## config.mk

```make
export PLATFORM = sky130hd
export DESIGN_NAME = mau_arbiter_flat
export DESIGN_NICKNAME = d
export VERILOG_FILES = /design/src/rtl/mau_arbiter_if.sv /design/src/rtl/mau_arbiter.sv /design/src/flat_wrapper.sv
export SDC_FILE = /design/constraint.sdc
export NUM_CORES = 1
export LEC_CHECK = 0
export CAP_MARGIN = 0
export CORE_AREA = 10 10 149 151
export CTS_BUF_LIST = sky130_fd_sc_hd__clkbuf_8
export DETAILED_ROUTE_END_ITERATION = 10
export DIE_AREA = 0 0 159 161
export DONT_BUFFER_PORTS = 1
export GPL_TIMING_DRIVEN = 0
export PLACE_DENSITY = 0.59
export SLEW_MARGIN = 10
export SYNTH_ARGS = -nofsm -noshare
export SYNTH_HDL_FRONTEND = slang
export SYNTH_SLANG_ARGS = --single-unit
```

## constraint.sdc

```tcl
create_clock -name clk -period 2 [get_ports clk]
set_input_delay 0.4 -clock clk [delete_from_list [all_inputs] [get_ports clk]]
set_output_delay 0.4 -clock clk [all_outputs]
set_load 0.01 [all_outputs]
```

## src/rtl/mau_arbiter_if.sv

```systemverilog
// Requester-side and MAU-side signal bundle for mau_arbiter.
// slave is the arbiter's view; master is the view of the requesters plus the MAU.
interface mau_arbiter_if #(
  parameter int NUM_REQ = 4,
  parameter int AW      = 32,
  parameter int DW      = 32
);
  localparam int IW = (NUM_REQ > 1) ? $clog2(NUM_REQ) : 1;

  logic [NUM_REQ-1:0]    req;
  logic [NUM_REQ*AW-1:0] req_addr;
  logic [NUM_REQ*DW-1:0] req_data;
  logic [NUM_REQ*2-1:0]  req_op;
  logic [NUM_REQ-1:0]    ack;
  logic [DW-1:0]         rsp_data;
  logic                  busy;
  logic [IW-1:0]         grant_idx;
  logic [AW-1:0]         mau_addr;
  logic [DW-1:0]         mau_data_in;
  logic [1:0]            mau_op;
  logic [DW-1:0]         mau_data_out;

  modport slave (
    input  req, req_addr, req_data, req_op, mau_data_out,
    output ack, rsp_data, busy, grant_idx, mau_addr, mau_data_in, mau_op
  );

  modport master (
    output req, req_addr, req_data, req_op, mau_data_out,
    input  ack, rsp_data, busy, grant_idx, mau_addr, mau_data_in, mau_op
  );
endinterface

```

## src/rtl/mau_arbiter.sv

```systemverilog
// Round-robin arbiter sharing one memory access unit between NUM_REQ requesters.
// Modifying ops are followed by a read-back; every request is answered with the resulting word.
module mau_arbiter #(
  parameter int NUM_REQ = 4,
  parameter int AW      = 32,
  parameter int DW      = 32,
  parameter int RD_LAT  = 1
) (
  input  logic            clk,
  input  logic            rst_n,
  mau_arbiter_if.slave    bus
);
  localparam int IW = (NUM_REQ > 1) ? $clog2(NUM_REQ) : 1;
  localparam int CW = $clog2(RD_LAT + 1);

  localparam logic [2:0] S_IDLE = 3'd0;
  localparam logic [2:0] S_OP   = 3'd1;
  localparam logic [2:0] S_READ = 3'd2;
  localparam logic [2:0] S_WAIT = 3'd3;
  localparam logic [2:0] S_ACK  = 3'd4;

  logic [2:0]         state_q,    state_d;
  logic [IW-1:0]      ptr_q,      ptr_d;
  logic [IW-1:0]      grant_q,    grant_d;
  logic [CW-1:0]      cnt_q,      cnt_d;
  logic [NUM_REQ-1:0] ack_q,      ack_d;
  logic [DW-1:0]      rsp_q,      rsp_d;
  logic               busy_q,     busy_d;
  logic [AW-1:0]      mau_addr_q, mau_addr_d;
  logic [DW-1:0]      mau_din_q,  mau_din_d;
  logic [1:0]         mau_op_q,   mau_op_d;

  logic               found_s;
  logic [IW-1:0]      pick_s;
  logic [IW-1:0]      cand_s;
  logic [AW-1:0]      pick_addr_s;
  logic [DW-1:0]      pick_data_s;
  logic [1:0]         pick_op_s;

  // first requesting index at or after the priority pointer, with wrap-around
  always_comb begin
    found_s = 1'b0;
    pick_s  = '0;
    cand_s  = '0;
    for (int k = 0; k < NUM_REQ; k++) begin
      cand_s = IW'((int'(ptr_q) + k) % NUM_REQ);
      if (!found_s && bus.req[cand_s]) begin
        found_s = 1'b1;
        pick_s  = cand_s;
      end else begin
        found_s = found_s;
      end
    end
  end

  // fields of the picked requester
  always_comb begin
    pick_addr_s = '0;
    pick_data_s = '0;
    pick_op_s   = 2'b00;
    for (int k = 0; k < NUM_REQ; k++) begin
      if (pick_s == IW'(k)) begin
        pick_addr_s = bus.req_addr[k*AW +: AW];
        pick_data_s = bus.req_data[k*DW +: DW];
        pick_op_s   = bus.req_op[k*2 +: 2];
      end else begin
        pick_op_s   = pick_op_s;
      end
    end
  end

  // sequencer: outputs are computed for the state being entered
  always_comb begin
    state_d    = state_q;
    ptr_d      = ptr_q;
    grant_d    = grant_q;
    cnt_d      = cnt_q;
    ack_d      = '0;
    rsp_d      = rsp_q;
    busy_d     = busy_q;
    mau_addr_d = mau_addr_q;
    mau_din_d  = mau_din_q;
    mau_op_d   = 2'b00;
    case (state_q)
      S_IDLE: begin
        if (found_s) begin
          grant_d    = pick_s;
          busy_d     = 1'b1;
          mau_addr_d = pick_addr_s;
          mau_din_d  = pick_data_s;
          if (pick_op_s == 2'b00) begin
            state_d = S_READ;
          end else begin
            mau_op_d = pick_op_s;
            state_d  = S_OP;
          end
        end else begin
          state_d = S_IDLE;
        end
      end
      S_OP: begin
        state_d = S_READ;
      end
      S_READ: begin
        cnt_d   = CW'(RD_LAT);
        state_d = S_WAIT;
      end
      S_WAIT: begin
        cnt_d = cnt_q - CW'(1);
        if (cnt_q == CW'(1)) begin
          rsp_d   = bus.mau_data_out;
          ack_d   = NUM_REQ'(1) << grant_q;
          state_d = S_ACK;
        end else begin
          state_d = S_WAIT;
        end
      end
      S_ACK: begin
        ptr_d   = (grant_q == IW'(NUM_REQ - 1)) ? '0 : grant_q + IW'(1);
        busy_d  = 1'b0;
        state_d = S_IDLE;
      end
      default: begin
        busy_d  = 1'b0;
        state_d = S_IDLE;
      end
    endcase
  end

  // state and output registers
  always_ff @(posedge clk or negedge rst_n) begin
    if (!rst_n) begin
      state_q    <= S_IDLE;
      ptr_q      <= '0;
      grant_q    <= '0;
      cnt_q      <= '0;
      ack_q      <= '0;
      rsp_q      <= '0;
      busy_q     <= 1'b0;
      mau_addr_q <= '0;
      mau_din_q  <= '0;
      mau_op_q   <= 2'b00;
    end else begin
      state_q    <= state_d;
      ptr_q      <= ptr_d;
      grant_q    <= grant_d;
      cnt_q      <= cnt_d;
      ack_q      <= ack_d;
      rsp_q      <= rsp_d;
      busy_q     <= busy_d;
      mau_addr_q <= mau_addr_d;
      mau_din_q  <= mau_din_d;
      mau_op_q   <= mau_op_d;
    end
  end

  assign bus.ack         = ack_q;
  assign bus.rsp_data    = rsp_q;
  assign bus.busy        = busy_q;
  assign bus.grant_idx   = grant_q;
  assign bus.mau_addr    = mau_addr_q;
  assign bus.mau_data_in = mau_din_q;
  assign bus.mau_op      = mau_op_q;

endmodule

```

## src/flat_wrapper.sv

```systemverilog
// flat-port wrapper written by rule: the top's interface ports become plain ports
module mau_arbiter_flat 
#(
  parameter int NUM_REQ = 4,
  parameter int AW      = 32,
  parameter int DW      = 32,
  parameter int RD_LAT  = 1
)
  (clk, rst_n, bus_req, bus_req_addr, bus_req_data, bus_req_op, bus_mau_data_out, bus_ack, bus_rsp_data, bus_busy, bus_grant_idx, bus_mau_addr, bus_mau_data_in, bus_mau_op);
  mau_arbiter_if #(.NUM_REQ(NUM_REQ), .AW(AW), .DW(DW)) bus_i ();
  input  logic clk;
  input  logic rst_n;
  input wire logic [$bits(bus_i.req)-1:0] bus_req;
  input wire logic [$bits(bus_i.req_addr)-1:0] bus_req_addr;
  input wire logic [$bits(bus_i.req_data)-1:0] bus_req_data;
  input wire logic [$bits(bus_i.req_op)-1:0] bus_req_op;
  input wire logic [$bits(bus_i.mau_data_out)-1:0] bus_mau_data_out;
  output wire logic [$bits(bus_i.ack)-1:0] bus_ack;
  output wire logic [$bits(bus_i.rsp_data)-1:0] bus_rsp_data;
  output wire logic [$bits(bus_i.busy)-1:0] bus_busy;
  output wire logic [$bits(bus_i.grant_idx)-1:0] bus_grant_idx;
  output wire logic [$bits(bus_i.mau_addr)-1:0] bus_mau_addr;
  output wire logic [$bits(bus_i.mau_data_in)-1:0] bus_mau_data_in;
  output wire logic [$bits(bus_i.mau_op)-1:0] bus_mau_op;
  assign bus_i.req = bus_req;
  assign bus_i.req_addr = bus_req_addr;
  assign bus_i.req_data = bus_req_data;
  assign bus_i.req_op = bus_req_op;
  assign bus_i.mau_data_out = bus_mau_data_out;
  assign bus_ack = bus_i.ack;
  assign bus_rsp_data = bus_i.rsp_data;
  assign bus_busy = bus_i.busy;
  assign bus_grant_idx = bus_i.grant_idx;
  assign bus_mau_addr = bus_i.mau_addr;
  assign bus_mau_data_in = bus_i.mau_data_in;
  assign bus_mau_op = bus_i.mau_op;
  mau_arbiter #(.NUM_REQ(NUM_REQ), .AW(AW), .DW(DW), .RD_LAT(RD_LAT)) u_core (.clk(clk), .rst_n(rst_n), .bus(bus_i));
endmodule
```

# Yosys cells after proc, flatten, opt, wreduce, memory -nomap -nowiden
# Index checks and enable logic that the tools add are counted.
[totals]
ff_bits = 111
latchBits = 0
ramBits = 0
mem_bits_ro = 0
inputBits = 302
out_inout_bits = 105
wordCells = 85
memories = 0
[classes]
addsub = 5
n_mul = 0
div_mod_pow = 0
n_lt_le_gt_ge = 4
eq_ne = 9
n_shift = 1
n_mux = 41
bitwise = 1
reduce_logical = 14
[op_table]
columns = ["operator", "n"]
rows = [
  ["32-bit two-way mux", 8],
  ["2-bit two-way mux", 14],
  ["2-bit by 3-bit less-than comparator with 1-bit output, second input constant", 4],
  ["3-bit case mux with 4 select lines", 1],
  ["1-bit two-way mux", 9],
  ["1-bit binary-select mux with 2-bit select", 4],
  ["4-bit two-way mux", 2],
  ["2-bit == test, second input constant", 3],
  ["3-bit by 2-bit == test with 1-bit output, second input constant", 2],
  ["2-bit AND reduction", 3],
  ["2-bit by 1-bit adder with 2-bit output, second input constant", 2],
  ["2-bit adder, second input constant", 2],
  ["2-bit zero test", 2],
  ["1-bit case mux with 2 select lines", 2],
  ["1-bit by 2-bit left shift with 4-bit output, first input constant", 1],
  ["3-bit by 1-bit == test with 1-bit output, second input constant", 1],
  ["3-bit == test, second input constant", 1],
  ["1-bit logical AND", 3],
  ["1-bit zero test", 3],
  ["3-bit zero test", 1],
  ["3-bit two-way mux", 1],
  ["3-bit OR reduction", 1],
  ["2-bit by 1-bit == test with 1-bit output, second input constant", 1],
  ["2-bit by 1-bit inequality test with 1-bit output, second input constant", 1],
  ["3 further kinds", 3],
]

# Longest topological paths before layout
# Gate-level depths: netlist of run 1.
[logic_depth]
ltp_word = 21
depth_mapped = 9
ltp_nobuf = 6

# Worst setup path after synthesis of run 1
# Ideal clock, no wire load.
[synth_timing]
kind = "register -> register"
startpoint = "reg u_core.ptr_q[1]"
endpoint = "reg u_core.state_q[0]"
setup_time_ns = 0.121
t_arrival_ns = 1.859
t_required_ns = 1.879
setup_slack_ns = 0.020
path_stages_with_launch = 8
n_path_buf = 1
synth_period_minus_slack_ns = 1.980
cell_sequence = "dfrtp_1 -> mux2i_1 -> nor2_1 -> or3_1 -> clkbuf_1 -> mux4_2 -> o21bai_1 -> a22o_1"
[synth_via]
elab_chain_cells = 21
elab_cells_between_ends = 37
cone_classes = "3 x add/sub; 3 x eq/ne; 23 x mux; 8 x reduce/logical"
[synth_rtl]
columns = ["element", "line_no", "source"]
rows = [
  ["start: declaration", "mau_arbiter.sv:23", "logic [IW-1:0] ptr_q, ptr_d;"],
  ["start signal: assignment", "mau_arbiter.sv:145", "ptr_q <= ptr_d;"],
  ["parallel branches: the longest is 19 deep, another holds 2-bit by 1-bit adder with 2-bit output", "n/a", ""],
  ["2-bit two-way mux (*)", "mau_arbiter.sv:86", "if (found_s) begin"],
  ["3-bit case mux with 4 select lines (*)", "mau_arbiter.sv:84", "case (state_q)"],
  ["named net u_core.state_d[0]", "mau_arbiter.sv:22", "logic [2:0] state_q, state_d;"],
  ["end signal: assignment", "mau_arbiter.sv:144", "state_q <= state_d;"],
  ["end: declaration", "mau_arbiter.sv:22", ""],
]
# Mark *: on every way through the listed nets, which the timed path passes. The select of a mux whose other input is x is not followed.
# A chain may end at the register's enable or synchronous reset.

# Worst setup path in the final report of run 1
# Ends and elaborated chain as after synthesis.

==> out/results.txt, run 1 <==
Outcome = complete, but fails checks
Failing checks = negative hold slack, negative setup slack
Critical path's slowest cell = mux4_2
Post-synth top area share = 43.9%
Worst EP arrival = 2320 ps
WHS = -305 ps
Reg2reg end = u_core.state_q[0]
WL final = 26,800 µm
Worst reg2reg setup slack = -30 ps
Setup crit end kind = flip-flop
Period minus WS final = 2030 ps
Dpl hpwl = 21,600 µm
Share of cells above drive strength 1 = 23.6%
First-pass GRT wire length = 39,600 µm
Max Used Layer = met4
Area growth, synth to finish = 13.4%
Max clock buf depth = 2
Post-synthesis mux area share = 6.39%
Final Cycle Share = 102%
R2R depth = 6
Vias per cell = 5.45
CTS tree = done
Compound-Gate Fraction of Synth Area = 10.6%
Nets = 1,094
RR Startpoint = u_core.ptr_q[1]
Port bufs = 0
Die ar. = 25,600 µm²
CP Data Required Time = 2280 ps
Fin. Hold Viols = 111
H-tree depth = 3
Ports = 407
CP top delay family = multiplexers
Crit path max fanout = 5
Highest clock rate = 491 MHz
# rows = 51
Clk_lat worst skew = 390 ps
Top post-synthesis cells by count = nand2_1, nand3_1, dfrtp_1
Slack of the critical path = -34.8 ps
CP Launch Type = flip-flop
Gr ovfl total = 0
Critical-path cell list = mux2i_1, nor2_2, or3_4, mux4_2, o21bai_4, a22o_1
WP buf/inv = 0
Via count = 5,765
Vias in the first global route = 6,335
Iteration-0 DRC Markers = 347
Avg WL per Cell = 25.4 µm
Kind of critical path = flip-flop to flip-flop
Layout fillers = 2,013
Worst Max-Slew Pin Slew = 495 ps
Cell Pwr Density = 1720 nW/µm²
Largest family of logic cells by synthesized area = simple AND/OR/NAND/NOR gates
Largest cells by area after synthesis = dfrtp_1, nand2_1, nand3_1, a31o_2, and2_1
YS warnings = 0
Drt drc = 0
Routability cong. = 0.867
Initial Util = 32.9%
Metal3 WL = 2680 µm
Leakage = 3.25 nW
ANT cells = 0
Net Count, Synth = 1,079
Total track usage = 19.9%
Post-synthesis simple-gate area fraction = 34.1%
Clock transition at path regs = 120 ps
Maximum VDD drop = 0.512 mV
CTS Buf Count = 9
Synthesized area per cell = 8.18 µm²
Root buffer cell = clkbuf_8
Hold Crit Class = input port to async pin
Post-layout util = 37.3%
Final slew viol count = 0
Most common cell in the netlist = nand2_1
CTS sink cnt = 111
Yosys reg bits = 111
Adder-cell share of the synthesized area = 0.792%
Slew margin rel. = 66.9%
Asr flop ratio synth = 100%
Routed Antenna Nets = 0
Synth Area in XOR/XNOR = 0%
Post-Syn Instances = 773
Die H = 161 µm
Skew final = 17.4 ps
Endpoints failing setup = 3
Dominant cell type by area after synthesis = dfrtp_1
Die span in x = 159 µm
DR WL met2 = 13,700 µm
Register area share after synthesis = 43.9%
Predominant post-synthesis flop cell = dfrtp_1
Synthesized area = 6320 µm²
Drt pass-1 iters = 5
Largest net degree at the start of global routing = 112
Post-synth EDFFs = 0
Max Cap Violations = 0
Met1 wire length = 10,200 µm
RSZ-0062 raised after global routing = true
Initial antenna violation count = 0
Max incr delay on CP = 480 ps
Unique masters post-synth = 31
Setup TNS = -44.0 ps
Area of the core = 19,200 µm²
worst register-to-register path: stages, from the launching register on:
cell	delay (ps)
dfrtp_2	430
mux2i_1	230
nor2_2	80
or3_4	340
mux4_2	480
o21bai_4	200
a22o_1	180
kinds of logic after synthesis:
kind of cell / Yosys count
compound gates: 79
fa+ha+maj: 4
flops: 111
mux: 35
simple gates: 478
buf+inv: 66
how the worst max path moves through the flow:
stage | from | end | depth (start not counted) | slack, ps
after floorplan | u_core.ptr_q[1] | u_core.state_q[0] | 7 | 20
after global placement | bus_req[0] | u_core.bus.mau_data_in[30] | 4 | -1290
after detailed placement | u_core.ptr_q[1] | u_core.bus.mau_data_in[4] | 8 | -840
after CTS | u_core.ptr_q[1] | u_core.state_q[0] | 6 | -60
after global routing | u_core.ptr_q[0] | u_core.bus.mau_addr[27] | 8 | -130
final | u_core.ptr_q[1] | u_core.state_q[0] | 6 | -30
flip-flops by register name (all words and copies together) (netlist names):
signal,flops
u_core.bus.ack,4
u_core.bus.mau_data_in,32
u_core.bus.grant_idx,2
u_core.ptr_q,2
u_core.bus.mau_addr,32
u_core.bus.rsp_data,32
u_core.bus.mau_op,2
u_core.state_q,3
u_core.bus.busy,1
u_core.cnt_q,1
timing repair:
action,in CTS,in global routing
buffers inserted,4,2
hold endpoints to repair,111,111
resized for setup,78,29
setup endpoints to repair,98,77
pin swaps,3,2
per-layer routing:
metal,GRT usage [%],vias to the layer above
met2,35.1,307
li1,-,2634
met4,4.25,0
met3,8.01,18
met5,0,-
met1,22.1,2806
stage by stage:
stage          instance area, µm²  setup slack, ps  std cells  power [mW]  hold slack, ps
2_1_floorplan                6320             20.1        773        8.74             104
3_3_place_gp                 6650            -1290       1038        10.5             109
3_5_place_dp                 6670             -840       1039        10.7             108
4_1_cts                      7110            -64.6       1056        12.5            -351
5_1_grt                      7170             -132       1058        13.4            -343
6_report                     7170            -34.8       1058        12.4            -305
cells in the final DEF (no fill, tap or decap), types with 5 or more instances in the layout:
cell / count
a31o_2: 64
nand3_1: 126
mux2_2: 33
clkbuf_8: 13
nand2_1: 262
and2_1: 66
clkbuf_1: 9
clkbuf_2: 13
buf_4: 14
dfrtp_1: 110
buf_2: 8
clkbuf_4: 13
nor2_1: 5
where the power goes:
group | internal (mW) | switching, mW | total, mW
Sequential | 3.37 | 1.45 | 4.83
Clock | 0.507 | 0.932 | 1.44
Combinational | 2.88 | 3.22 | 6.10
Total | 6.76 | 5.61 | 12.4
area by class of cell:
class                      instances  area (µm²)  area share (%)
clock inverter                     7        86.3            1.20
clock buffer                       9         124            1.73
multi-input combinational        596        3380            47.1
tap                              265         332            4.62
buffer                            59         400            5.58
sequential                       111        2780            38.8
inverter                           4        15.0           0.209
timing repair buffer               7        56.3           0.785
(Power assumes the default switching activity.)
==> inputs of run 2 (changes only) <==
- CORE_AREA: 10 10 149 151 -> 2 2 159 161
- DIE_AREA: 0 0 159 161 -> 0 0 161 163
- PLACE_DENSITY: 0.59 -> 0.51
==> out/results.txt, run 2 (same netlist as run 1, synthesis figures left out) <==
Failing checks = negative hold slack, negative setup slack
Total track usage = 18.3%
Initial antenna violation count = 2
Cell Pwr Density = 1710 nW/µm²
Power Total = 12.8 mW
Endpoints failing setup = 1
Area growth, synth to finish = 18.4%
Nets = 1,098
Maximum VDD drop = 0.601 mV
CP Launch Type = flip-flop
Post-route insts no fill = 1,129
Period minus WS final = 2090 ps
Ports = 407
Max Cap Violations = 0
Met1 Usage GRT = 21.5%
Fin. Hold Viols = 111
Die H = 163 µm
Worst EP arrival = 2380 ps
Max clock buf depth = 2
Hold Crit Class = input port to async pin
WP buf/inv = 0
CTS tree = done
CTS sink cnt = 111
GR Util met3 = 5.37%
Initial Util = 25.6%
Final slew viol count = 0
Clk_lat worst skew = 400 ps
First-pass GRT wire length = 36,000 µm
Setup crit end kind = flip-flop
Drt pass-1 iters = 4
Via count = 5,762
Root buffer cell = clkbuf_8
Skew final = 18.4 ps
Area of the core = 24,700 µm²
Routed Antenna Nets = 0
Port bufs = 0
Max incr delay on CP = 470 ps
Most common cell after layout, fill and taps aside = nand2_1
Slew margin rel. = 62.2%
# rows = 58
CP Data Required Time = 2290 ps
Crit path max fanout = 5
Commonest cells after routing, fill and taps aside = nand2_1, nand3_1, dfrtp_1, and2_1, a31o_2
Critical-path cell list = mux2i_2, nor2_2, or3_4, mux4_2, o21bai_4, a22o_1
Highest clock rate = 478 MHz
CTS Buf Count = 9
Final Instance Area = 7480 µm²
Gr ovfl total = 0
Drt drc = 0
Setup TNS = -93.0 ps
H-tree depth = 3
CP top delay family = multiplexers
Vias in the first global route = 5,717
Clock transition at path regs = 140 ps
Die span in x = 161 µm
Worst slack, placed = -947 ps
WHS = -330 ps
RSZ-0062 raised after global routing = true
Critical path's slowest cell = mux4_2
Iteration-0 DRC Markers = 379
Slack of the critical path = -93.0 ps
Largest net degree at the start of global routing = 112
Met2 Use GR = 32.4%
Worst Max-Slew Pin Slew = 566 ps
Final Cycle Share = 105%
Cells after DPL = 1,105
Kind of critical path = flip-flop to flip-flop
Share of cells above drive strength 1 = 25.5%
Leakage = 3.33 nW
Grt peak-use layer = met2
Area after DPL = 6760 µm²
Avg WL per Cell = 22.3 µm
Vias per cell = 5.10
WL final = 25,200 µm
Dpl hpwl = 19,200 µm
Routability cong. = 0.825
Die ar. = 26,200 µm²
Outcome = complete, but fails checks
==> run 2: cell count changes in the layout (fill, tap and decap cells not counted), sizes merged <==
cell    delta
clkinv     -1
clkbuf    -17
buf       +21
inv        +1
diode      +2
==> run 2: per-stage QoR <==
stage | hold slack [ps] | util (%)
after floorplan | 104 | -
after global placement | 107 | 27.3
after detailed placement | 108 | 27.4
after CTS | -364 | 29.2
after global routing | -391 | 30.3
final | -330 | 30.3
==> run 2: what timing repair did <==
item / 4_1_cts / 5_1_grt
endpoints found under the setup margin: 98 / 95
pin swaps: 3 / 5
gates cloned: 0 / 3
buffers inserted: 3 / 5
resized for setup: 82 / 98
hold endpoints to repair: 111 / 111
==> run 2: layout make-up <==
class,count,area (µm²)
multi-input cells,596,3420
diodes,2,5.00
inverters,4,15.0
repair buffers,13,123
plain buffers,57,513
clock inverters,7,93.8
flip-flops and latches,111,2780
fillers,2676,17200
clock buffers,9,124
well taps,330,413
==> run 2: final timing paths <==
path	from	end	slack [ps]	depth (start not counted)
setup / recovery	u_core.ptr_q[1]	u_core.state_q[0]	-90	6
max in group asynchronous	rst_n	u_core.bus.mau_addr[0]	2180	0
setup reg to reg	u_core.ptr_q[1]	u_core.state_q[0]	-90	6
hold reg to reg	u_core.cnt_q	u_core.cnt_q	540	2
min in group clk	bus_mau_data_out[1]	u_core.bus.rsp_data[1]	140	1
hold / removal	rst_n	u_core.bus.rsp_data[13]	-330	0
==> run 2: metal layers <==
layer | vias up | wire (µm)
met5 | - | 0
met2 | 308 | 12600
met4 | 0 | 518
met3 | 30 | 1850
met1 | 2770 | 10200
li1 | 2654 | -
==> run 2: power breakdown <==
group	total (mW)	internal, mW	switching [mW]
logic	6.56	3.16	3.39
clock network	1.51	0.522	0.983
registers	4.75	3.37	1.38
==> inputs of run 3 (changes only) <==
- MAX_ROUTING_LAYER: unset -> met4
==> out/results.txt, run 3 (same netlist as run 1, synthesis figures left out) <==
Port bufs = 0
Avg WL per Cell = 22.2 µm
Worst Max-Slew Pin Slew = 546 ps
Most common cell after layout, fill and taps aside = nand2_1
Via count = 5,722
Vias in the first global route = 5,738
# rows = 58
Root buffer cell = clkbuf_8
Area growth, synth to finish = 18.5%
Highest clock rate = 479 MHz
Outcome = complete, but fails checks
Final Cycle Share = 104%
Layout fillers = 2,679
H-tree depth = 3
Worst slack, placed = -947 ps
Max clock buf depth = 2
Die ar. = 26,200 µm²
Power Total = 12.8 mW
Slew margin rel. = 63.6%
Largest net degree at the start of global routing = 112
Final slew viol count = 0
Die span in x = 161 µm
Iteration-0 DRC Markers = 348
Ports = 407
WHS = -332 ps
CTS tree = done
First-pass GRT wire length = 35,900 µm
Commonest cells after routing, fill and taps aside = nand2_1, nand3_1, dfrtp_1, and2_1, a31o_2
Crit path max fanout = 5
Die H = 163 µm
Hold Crit Class = input port to async pin
Vias per cell = 5.06
Clock transition at path regs = 140 ps
Drt drc = 0
CTS sink cnt = 111
Post-layout util = 30.4%
Max Cap Violations = 0
Worst EP arrival = 2370 ps
WL final = 25,100 µm
Initial antenna violation count = 2
Fin. Hold Viols = 111
Skew final = 22.9 ps
RR Startpoint = u_core.ptr_q[1]
CTS Buf Count = 9
Total track usage = 18.8%
Routed Antenna Nets = 0
Endpoints failing setup = 1
R2R depth = 6
CP Data Required Time = 2280 ps
Gr ovfl total = 0
Period minus WS final = 2090 ps
Cell Pwr Density = 1710 nW/µm²
Kind of critical path = flip-flop to flip-flop
Initial Util = 25.6%
Clk_lat worst skew = 400 ps
CP Launch Type = flip-flop
Dpl hpwl = 19,200 µm
RSZ-0062 raised after global routing = true
Setup crit end kind = flip-flop
Nets = 1,099
Worst reg2reg setup slack = -90 ps
Area of the core = 24,700 µm²
Drt pass-1 iters = 4
Leakage = 3.34 nW
Share of cells above drive strength 1 = 25.3%
Routability cong. = 0.840
Failing checks = negative hold slack, negative setup slack
Slack of the critical path = -88.3 ps
Reg2reg end = u_core.state_q[0]
Maximum VDD drop = 0.616 mV
[run 3: how the worst max path moves through the flow]
stage                          from                endpoint  slack, ps  depth (start not counted)
CTS                 u_core.ptr_q[1]       u_core.state_q[0]        -70                          6
finish              u_core.ptr_q[1]       u_core.state_q[0]        -90                          6
global route        u_core.ptr_q[1]       u_core.state_q[0]       -150                          6
detailed placement  u_core.ptr_q[1]  u_core.bus.mau_addr[3]       -950                          7
floorplan           u_core.ptr_q[1]       u_core.state_q[0]         20                          7
global placement         bus_req[0]  u_core.bus.mau_addr[4]      -1860                          4
[run 3: cell type report]
class | instances | area [µm²] | area share, %
multi-input combinational | 596 | 3410 | 45.5
sequential | 111 | 2780 | 37.1
buffer | 57 | 512 | 6.83
tap | 330 | 413 | 5.51
timing repair buffer | 14 | 143 | 1.90
clock buffer | 9 | 124 | 1.65
clock inverter | 7 | 93.8 | 1.25
inverter | 4 | 15.0 | 0.200
antenna | 2 | 5.00 | 0.0668
[run 3: through the flow]
stage | setup TNS (ps) | std cells | instance area [µm²]
final | -88.3 | 1130 | 7490
after global routing | -1770 | 1130 | 7490
after CTS | -85.8 | 1121 | 7190
after detailed placement | -61080 | 1105 | 6760
after global placement | -116010 | 1103 | 6730
after floorplan | 0 | 773 | 6320
[run 3: critical path, cell delays in order, from the launching register on]
cell and delay [ps]:
dfrtp_2 430, mux2i_2 230, nor2_2 80, or3_4 400, mux4_2 470, o21bai_4 200, a22o_1 180
[run 3: repair_timing]
| action | in CTS | in global routing |
|---|---|---|
| pin swaps | 3 | 6 |
| buffers inserted | 3 | 6 |
| gates resized for setup | 82 | 93 |
| hold endpoints to repair | 111 | 111 |
| cloned | 0 | 3 |
| endpoints found under the setup margin | 98 | 95 |
[run 3: layer usage]
metal / track usage, % / wire (µm)
met1: 21.7 / 10200
met2: 32.4 / 12700
met3: 5.07 / 1810
met4: 5.07 / 409
met5: - / 0
[run 3: power breakdown]
part           switching (mW)  internal [mW]
clock network           0.989          0.522
logic                    3.39           3.18
registers                1.38           3.37
total                    5.76           7.08
